## config.mk

```make
export PLATFORM = sky130hd
export DESIGN_NAME = alu_sequencer_ctrl_flat
export DESIGN_NICKNAME = d
export VERILOG_FILES = /design/src/rtl/alu_sequencer_ctrl_pkg.sv /design/src/rtl/alu_sequencer_ctrl_if.sv /design/src/rtl/alu_seq_decode.sv /design/src/rtl/alu_sequencer_ctrl.sv /design/src/flat_wrapper.sv
export SDC_FILE = /design/constraint.sdc
export NUM_CORES = 1
export LEC_CHECK = 0
export CAP_MARGIN = 20
export CORE_AREA = 4 4 66 68
export DETAILED_ROUTE_END_ITERATION = 8
export DIE_AREA = 0 0 70 72
export GPL_TIMING_DRIVEN = 0
export PLACE_DENSITY = 0.77
export SLEW_MARGIN = 15
export SYNTH_ARGS = -nofsm -noshare
export SYNTH_HDL_FRONTEND = slang
export SYNTH_SLANG_ARGS = --single-unit
```

## constraint.sdc

```tcl
create_clock -name clk -period 3.8 [get_ports clk]
set_input_delay 0.57 -clock clk [delete_from_list [all_inputs] [get_ports clk]]
set_output_delay 0.57 -clock clk [all_outputs]
set_load 0.02 [all_outputs]
```

## src/rtl/alu_sequencer_ctrl_pkg.sv

```systemverilog
// Shared definitions for the accumulator-processor sequencer.
// Holds the opcode map (same codes the ALU uses), the FSM state
// encoding and the ACC input-mux select encodings.
package alu_sequencer_ctrl_pkg;

  // Opcodes, IR[7:4]. ALU opcodes double as alu_select codes.
  localparam logic [3:0] OP_NOP  = 4'b0000;
  localparam logic [3:0] OP_ADD  = 4'b0001;
  localparam logic [3:0] OP_SUB  = 4'b0010;
  localparam logic [3:0] OP_NOR  = 4'b0011;
  localparam logic [3:0] OP_MOVR = 4'b0100;
  localparam logic [3:0] OP_MOVA = 4'b0101;
  localparam logic [3:0] OP_JZ   = 4'b0110;
  localparam logic [3:0] OP_JC   = 4'b0111;
  localparam logic [3:0] OP_JMP  = 4'b1000;
  localparam logic [3:0] OP_LDI  = 4'b1001;
  localparam logic [3:0] OP_SHFR = 4'b1011;
  localparam logic [3:0] OP_SHFL = 4'b1100;
  localparam logic [3:0] OP_HLT  = 4'b1111;

  // ACC input mux selects.
  localparam logic [1:0] ACC_SRC_ALU = 2'b00;
  localparam logic [1:0] ACC_SRC_MEM = 2'b01;
  localparam logic [1:0] ACC_SRC_REG = 2'b10;

  typedef enum logic [2:0] {
    ST_IDLE   = 3'd0,
    ST_FETCH1 = 3'd1,
    ST_FETCH2 = 3'd2,
    ST_DECODE = 3'd3,
    ST_EXEC   = 3'd4,
    ST_IMM1   = 3'd5,
    ST_IMM2   = 3'd6,
    ST_HALT   = 3'd7
  } state_t;

endpackage

```

## src/rtl/alu_sequencer_ctrl_if.sv

```systemverilog
// Bus bundle between the sequencer and its memory/datapath.
// master: the sequencer. slave: program memory + ACC/REG datapath.
//
// Signalling: start is a single-cycle request sampled only in IDLE/HALT.
// mem_rd is a read strobe with no back-pressure: memory must present
// mem_rdata[mem_addr] in the cycle after the strobe. acc_load/reg_load
// are strobes telling the datapath to load at the end of the cycle in
// which they are high. state is a debug copy of the FSM state.
interface alu_sequencer_ctrl_if;
  import alu_sequencer_ctrl_pkg::*;

  logic       start;
  logic [7:0] mem_rdata;
  logic       alu_zero_flag;
  logic       alu_carry_out;
  logic [7:0] mem_addr;
  logic       mem_rd;
  logic [3:0] alu_select;
  logic       acc_load;
  logic [1:0] acc_src;
  logic [3:0] reg_sel;
  logic       reg_load;
  logic       zero_flag;
  logic       carry_flag;
  logic       halted;
  logic       illegal_op;
  state_t     state;

  modport master (
    input  start, mem_rdata, alu_zero_flag, alu_carry_out,
    output mem_addr, mem_rd, alu_select, acc_load, acc_src, reg_sel,
           reg_load, zero_flag, carry_flag, halted, illegal_op, state
  );

  modport slave (
    output start, mem_rdata, alu_zero_flag, alu_carry_out,
    input  mem_addr, mem_rd, alu_select, acc_load, acc_src, reg_sel,
           reg_load, zero_flag, carry_flag, halted, illegal_op, state
  );
endinterface

```

## src/rtl/alu_seq_decode.sv

```systemverilog
// Opcode classifier: IR[7:4] -> instruction class flags.
// Ports: opcode in; is_alu, is_mov, is_imm, is_halt, is_illegal out.
// NOP asserts none of the flags.
module alu_seq_decode
  import alu_sequencer_ctrl_pkg::*;
(
  input  logic [3:0] opcode,
  output logic       is_alu,
  output logic       is_mov,
  output logic       is_imm,
  output logic       is_halt,
  output logic       is_illegal
);
  always_comb begin
    is_alu     = 1'b0;
    is_mov     = 1'b0;
    is_imm     = 1'b0;
    is_halt    = 1'b0;
    is_illegal = 1'b0;
    case (opcode)
      OP_ADD, OP_SUB, OP_NOR, OP_SHFR, OP_SHFL: is_alu  = 1'b1;
      OP_MOVR, OP_MOVA:                         is_mov  = 1'b1;
      OP_JZ, OP_JC, OP_JMP, OP_LDI:             is_imm  = 1'b1;
      OP_HLT:                                   is_halt = 1'b1;
      OP_NOP:                                   is_illegal = 1'b0;
      default:                                  is_illegal = 1'b1;
    endcase
  end
endmodule

```

## src/rtl/alu_sequencer_ctrl.sv

```systemverilog
// Multi-cycle fetch/decode/execute controller for the 8-bit accumulator
// processor. Owns PC, IR and the registered Z/C flags; drives the ALU
// select and ACC/REG load strobes. All outputs are registered.
// Ports: clk, rst_n (async, active low), bus (alu_sequencer_ctrl_if.master).
module alu_sequencer_ctrl
  import alu_sequencer_ctrl_pkg::*;
#(
  parameter logic [7:0] RESET_PC       = 8'h00,
  parameter bit         START_ON_RESET = 1'b0
) (
  input logic                  clk,
  input logic                  rst_n,
  alu_sequencer_ctrl_if.master bus
);
  state_t     state;
  logic [7:0] pc;
  logic [7:0] ir;
  logic       zero_q, carry_q;
  logic       mem_rd_q, acc_load_q, reg_load_q, halted_q, illegal_q;
  logic [3:0] alu_sel_q;
  logic [1:0] acc_src_q;

  logic [3:0] op;
  logic [3:0] dec_op;
  logic       is_alu, is_mov, is_imm, is_halt, is_illegal;
  logic       jump_taken;

  assign op = ir[7:4];

  // In FETCH2 the decoder looks at the byte arriving from memory so the
  // illegal-opcode pulse can be registered into the DECODE cycle;
  // everywhere else it decodes the held IR.
  assign dec_op = (state == ST_FETCH2) ? bus.mem_rdata[7:4] : op;

  alu_seq_decode u_decode (
    .opcode     (dec_op),
    .is_alu     (is_alu),
    .is_mov     (is_mov),
    .is_imm     (is_imm),
    .is_halt    (is_halt),
    .is_illegal (is_illegal)
  );

  // Conditional jumps test the registered flags, never the live ALU outputs.
  assign jump_taken = (op == OP_JMP) ||
                      ((op == OP_JZ) && zero_q) ||
                      ((op == OP_JC) && carry_q);

  always_ff @(posedge clk or negedge rst_n) begin
    if (!rst_n) begin
      state      <= ST_IDLE;
      pc         <= RESET_PC;
      ir         <= '0;
      zero_q     <= 1'b0;
      carry_q    <= 1'b0;
      mem_rd_q   <= 1'b0;
      acc_load_q <= 1'b0;
      reg_load_q <= 1'b0;
      halted_q   <= 1'b0;
      illegal_q  <= 1'b0;
      alu_sel_q  <= 4'b0000;
      acc_src_q  <= ACC_SRC_ALU;
    end else begin
      // Strobes are single-cycle unless re-asserted for the next state.
      mem_rd_q   <= 1'b0;
      acc_load_q <= 1'b0;
      reg_load_q <= 1'b0;
      illegal_q  <= 1'b0;
      alu_sel_q  <= 4'b0000;
      acc_src_q  <= ACC_SRC_ALU;
      case (state)
        ST_IDLE: begin
          if (bus.start || START_ON_RESET) begin
            state    <= ST_FETCH1;
            mem_rd_q <= 1'b1;
          end
        end
        ST_FETCH1: state <= ST_FETCH2;
        ST_FETCH2: begin
          ir        <= bus.mem_rdata;
          pc        <= pc + 8'd1;
          illegal_q <= is_illegal;
          state     <= ST_DECODE;
        end
        ST_DECODE: begin
          if (is_alu) begin
            state      <= ST_EXEC;
            alu_sel_q  <= op;
            acc_load_q <= 1'b1;
            acc_src_q  <= ACC_SRC_ALU;
          end else if (is_mov) begin
            state <= ST_EXEC;
            if (op == OP_MOVR) begin
              acc_load_q <= 1'b1;
              acc_src_q  <= ACC_SRC_REG;
            end else begin
              reg_load_q <= 1'b1;
            end
          end else if (is_imm) begin
            state    <= ST_IMM1;
            mem_rd_q <= 1'b1;
          end else if (is_halt) begin
            state    <= ST_HALT;
            halted_q <= 1'b1;
          end else begin
            // NOP and undefined opcodes both fall straight back to fetch.
            state    <= ST_FETCH1;
            mem_rd_q <= 1'b1;
          end
        end
        ST_EXEC: begin
          if (is_alu) begin
            zero_q  <= bus.alu_zero_flag;
            carry_q <= bus.alu_carry_out;
          end
          state    <= ST_FETCH1;
          mem_rd_q <= 1'b1;
        end
        ST_IMM1: begin
          state <= ST_IMM2;
          if (op == OP_LDI) begin
            acc_load_q <= 1'b1;
            acc_src_q  <= ACC_SRC_MEM;
          end
        end
        ST_IMM2: begin
          pc       <= jump_taken ? bus.mem_rdata : pc + 8'd1;
          state    <= ST_FETCH1;
          mem_rd_q <= 1'b1;
        end
        ST_HALT: begin
          if (bus.start) begin
            state    <= ST_FETCH1;
            halted_q <= 1'b0;
            mem_rd_q <= 1'b1;
          end
        end
        default: state <= ST_IDLE;
      endcase
    end
  end

  assign bus.mem_addr   = pc;
  assign bus.mem_rd     = mem_rd_q;
  assign bus.alu_select = alu_sel_q;
  assign bus.acc_load   = acc_load_q;
  assign bus.acc_src    = acc_src_q;
  assign bus.reg_sel    = ir[3:0];
  assign bus.reg_load   = reg_load_q;
  assign bus.zero_flag  = zero_q;
  assign bus.carry_flag = carry_q;
  assign bus.halted     = halted_q;
  assign bus.illegal_op = illegal_q;
  assign bus.state      = state;
endmodule
```

## src/flat_wrapper.sv

```systemverilog
// flat-port wrapper written by rule: the top's interface ports become plain ports
module alu_sequencer_ctrl_flat import alu_sequencer_ctrl_pkg::*;
#(
  parameter logic [7:0] RESET_PC       = 8'h00,
  parameter bit         START_ON_RESET = 1'b0
)
  (clk, rst_n, bus_start, bus_mem_rdata, bus_alu_zero_flag, bus_alu_carry_out, bus_mem_addr, bus_mem_rd, bus_alu_select, bus_acc_load, bus_acc_src, bus_reg_sel, bus_reg_load, bus_zero_flag, bus_carry_flag, bus_halted, bus_illegal_op, bus_state);
  alu_sequencer_ctrl_if bus_i ();
  input logic clk;
  input logic rst_n;
  input wire logic [$bits(bus_i.start)-1:0] bus_start;
  input wire logic [$bits(bus_i.mem_rdata)-1:0] bus_mem_rdata;
  input wire logic [$bits(bus_i.alu_zero_flag)-1:0] bus_alu_zero_flag;
  input wire logic [$bits(bus_i.alu_carry_out)-1:0] bus_alu_carry_out;
  output wire logic [$bits(bus_i.mem_addr)-1:0] bus_mem_addr;
  output wire logic [$bits(bus_i.mem_rd)-1:0] bus_mem_rd;
  output wire logic [$bits(bus_i.alu_select)-1:0] bus_alu_select;
  output wire logic [$bits(bus_i.acc_load)-1:0] bus_acc_load;
  output wire logic [$bits(bus_i.acc_src)-1:0] bus_acc_src;
  output wire logic [$bits(bus_i.reg_sel)-1:0] bus_reg_sel;
  output wire logic [$bits(bus_i.reg_load)-1:0] bus_reg_load;
  output wire logic [$bits(bus_i.zero_flag)-1:0] bus_zero_flag;
  output wire logic [$bits(bus_i.carry_flag)-1:0] bus_carry_flag;
  output wire logic [$bits(bus_i.halted)-1:0] bus_halted;
  output wire logic [$bits(bus_i.illegal_op)-1:0] bus_illegal_op;
  output wire logic [$bits(bus_i.state)-1:0] bus_state;
  assign bus_i.start = bus_start;
  assign bus_i.mem_rdata = bus_mem_rdata;
  assign bus_i.alu_zero_flag = bus_alu_zero_flag;
  assign bus_i.alu_carry_out = bus_alu_carry_out;
  assign bus_mem_addr = bus_i.mem_addr;
  assign bus_mem_rd = bus_i.mem_rd;
  assign bus_alu_select = bus_i.alu_select;
  assign bus_acc_load = bus_i.acc_load;
  assign bus_acc_src = bus_i.acc_src;
  assign bus_reg_sel = bus_i.reg_sel;
  assign bus_reg_load = bus_i.reg_load;
  assign bus_zero_flag = bus_i.zero_flag;
  assign bus_carry_flag = bus_i.carry_flag;
  assign bus_halted = bus_i.halted;
  assign bus_illegal_op = bus_i.illegal_op;
  assign bus_state = bus_i.state;
  alu_sequencer_ctrl #(.RESET_PC(RESET_PC), .START_ON_RESET(START_ON_RESET)) u_core (.clk(clk), .rst_n(rst_n), .bus(bus_i));
endmodule
```

==> flow_summary.yaml <==
status:
  outcome: "completed"
synthesis:
  synth_edf_count: 0
  avgSynthCellArea_sq_um: 10.3
  async_flop_share_pct: 100
  ys_warn_count: 0
  syn_nets: 174
  ys_seq_area_share_pct: 48.4
  ys_seq_elements: 32
  synth.distinct_cells: 45
  syn_area_sq_um: 1660
  netlist_instances: 160
  synth_flop_cell: "dfrtp_1"
sta:
  grt_setup_unrepaired: "no"
  hold_viol_final: 0
  fmax_ghz: 0.509
  setup_viol: 0
  relSlewSlack_pct: 53.0
  whs_ns: 0.327
  maxSlewViolCount: 0
  max_slew.worst_pin.slew_ns: 0.704
  fin_skew_ns: 0.00272
  post-route-period-util_pct: 51.7
  period_minus_slack_ns: 1.96
  setup_tns_ns: 0
route:
  drt-initial-drc-count: 75
  vias: 1359
  drt_pass1_iterations: 4
  ant_nets: 0
  wl_microns: 3480
  drc: 0
  wl_per_cell_microns: 13.5
  avgViaCountPerCell: 5.27
clocking:
  cts.sink_count: 32
  cts_resized: 0
  postCtsSetupRepairBufs: 0
  clk_path_buf_depth: 2
  cts_tree: "yes"
  insertion_delay_ns: 0.29
  cts-root-buf: "clkbuf_8"
  htree_levels: 2
  ctsHoldBuffers: 0
  cts_made_buffers: 5
  clk_pin_slew_ns: 0.06
pwr:
  power.leakage_nw: 0.998
  pwr_density_cell_nw_per_um2: 893
  ir_worst_vdd_uv: 431
placed_design:
  gp_congestion: 0.823
  place_hpwl_microns: 2520
  portBuffers: 40
finish:
  postLayoutCoreUtil_pct: 57.2
  antenna_cells: 0
  final_common_cell: "clkdlybuf4s50_1"
  drive_gt1_share_pct: 17.3
  final_nets: 221
  final_cell_mix: "clkdlybuf4s50_1 (39), dfrtp_1 (32), nand2_1 (18)"
  syn_to_final_growth_pct: 33.3
  nFillCells: 363
global_routing:
  antenna_found_initial: 0
  grt_max_degree: 33
  grt_pass1_vias: 1297
  gr-total-overflow: 0
  grt_use_total_pct: 14.6
  grt_first_pass_wirelength_microns: 5840
die:
  rows: 23
  start_util_pct: 42.9
  pin_count: 41
  die_w_microns: 70
  fp.dieH_microns: 72
  die_area_sq_um: 5040
  core_sq_um: 3860
setup_path:
  endpoint_kind: "primary output"
  r2r_end: "u_core.bus.carry_flag"
  r2r_start: "u_core.ir[5]"
  cp_cell_sequence: "clkdlybuf4s50_1"
  slowest_stage: "clkdlybuf4s50_1"
  worstSetupStartpointType: "register"
  r2r_cells: 6
  cp.required_ns: 3.23
  critPathArrivalTime_ns: 1.39
  cp_max_fo: 7
  ff2ff_setup_slack_ns: 2.11
  worst-path-buf-inv: 1
  path_delay_family: "buffers and inverters"
  critPathMaxStageDelay_ns: 0.65
  crit_type: "register to primary output"
  crit_start: "u_core.bus.mem_addr[3]"
min_path:
  hold_path.class: "input port to async pin"
run:
  max_cap_viol_count: 0
cell type report:
type | count | area (sq um) | share of cell area, %
sequential | 32 | 801 | 36.3
multi-input combinational | 106 | 712 | 32.3
timing repair buffer | 40 | 395 | 17.9
buffer | 15 | 114 | 5.16
clock buffer | 6 | 82.6 | 3.74
tap | 50 | 62.6 | 2.84
inverter | 7 | 28.8 | 1.30
clock inverter | 2 | 10.0 | 0.454
cell usage after synthesis (3+ instances only):
master | n | share of area [%]
a21oi_1 | 7 | 2.1
a22oi_1 | 4 | 1.8
a2bb2oi_1 | 4 | 2.1
buf_4 | 8 | 3.6
buf_6 | 3 | 2.0
dfrtp_1 | 32 | 48
inv_1 | 6 | 1.4
mux2_2 | 5 | 3.4
mux2i_1 | 6 | 3.6
nand2_1 | 18 | 4.1
nand3_1 | 5 | 1.5
nor2_1 | 8 | 1.8
nor3_1 | 6 | 1.8
o21ai_0 | 8 | 2.4
kinds of logic after synthesis:
group / Yosys count / share of synthesized area [%]
compound gates: 33 / 13.7
fa+ha+maj: 2 / 1.44
buf+inv: 22 / 8.62
flops: 32 / 48.4
mux: 13 / 8.84
simple gates: 58 / 19.0
state kept, by name, summed over array words and instances, names as in the netlist:
register / count
u_core.bus.mem_addr: 8
u_core.ir: 8
u_core.bus.alu_select: 4
u_core.bus.state: 3
u_core.bus.acc_src: 2
u_core.bus.acc_load: 1
u_core.bus.carry_flag: 1
u_core.bus.halted: 1
u_core.bus.illegal_op: 1
u_core.bus.mem_rd: 1
u_core.bus.reg_load: 1
u_core.bus.zero_flag: 1
through the flow:
| stage | cell area, sq um | worst slack [ns] | total power, mW | cells |
|---|---|---|---|---|
| global placement | 2120 | 1.54 | 1.70 | 250 |
| global route | 2210 | 1.79 | 2.12 | 258 |
| CTS | 2210 | 1.83 | 1.99 | 258 |
| finish | 2210 | 1.84 | 1.97 | 258 |
| floorplan | 1660 | 2.17 | 1.33 | 160 |
| detailed placement | 2110 | 2.10 | 1.71 | 250 |
power by group:
part,internal (mW),switching [mW],total [mW]
registers,0.477,0.106,0.583
logic,0.551,0.568,1.12
clock network,0.144,0.124,0.268
total,1.17,0.798,1.97
how the worst max path moves through the flow:
stage | to | slack, ns | cells after the start
2_1_floorplan | u_core.ir[1] | 2.17 | 5
3_3_place_gp | u_core.bus.state[1] | 1.54 | 1
3_5_place_dp | u_core.bus.carry_flag | 2.10 | 6
4_1_cts | bus_mem_addr[3] | 1.83 | 1
5_1_grt | bus_mem_addr[3] | 1.79 | 1
6_report | bus_mem_addr[3] | 1.84 | 1
per-layer routing:
| metal | share of wire (%) | vias to the layer above | wire (microns) | global-route usage (%) |
|---|---|---|---|---|
| met5 | 0 | - | 0 | 0 |
| met4 | 2.0 | 0 | 69 | 5.74 |
| li1 | - | 666 | - | - |
| met1 | 47 | 660 | 1640 | 18.2 |
| met2 | 46 | 27 | 1620 | 23.7 |
| met3 | 4.4 | 6 | 154 | 4.85 |
Note: power is estimated with default switching activity, not from simulation.
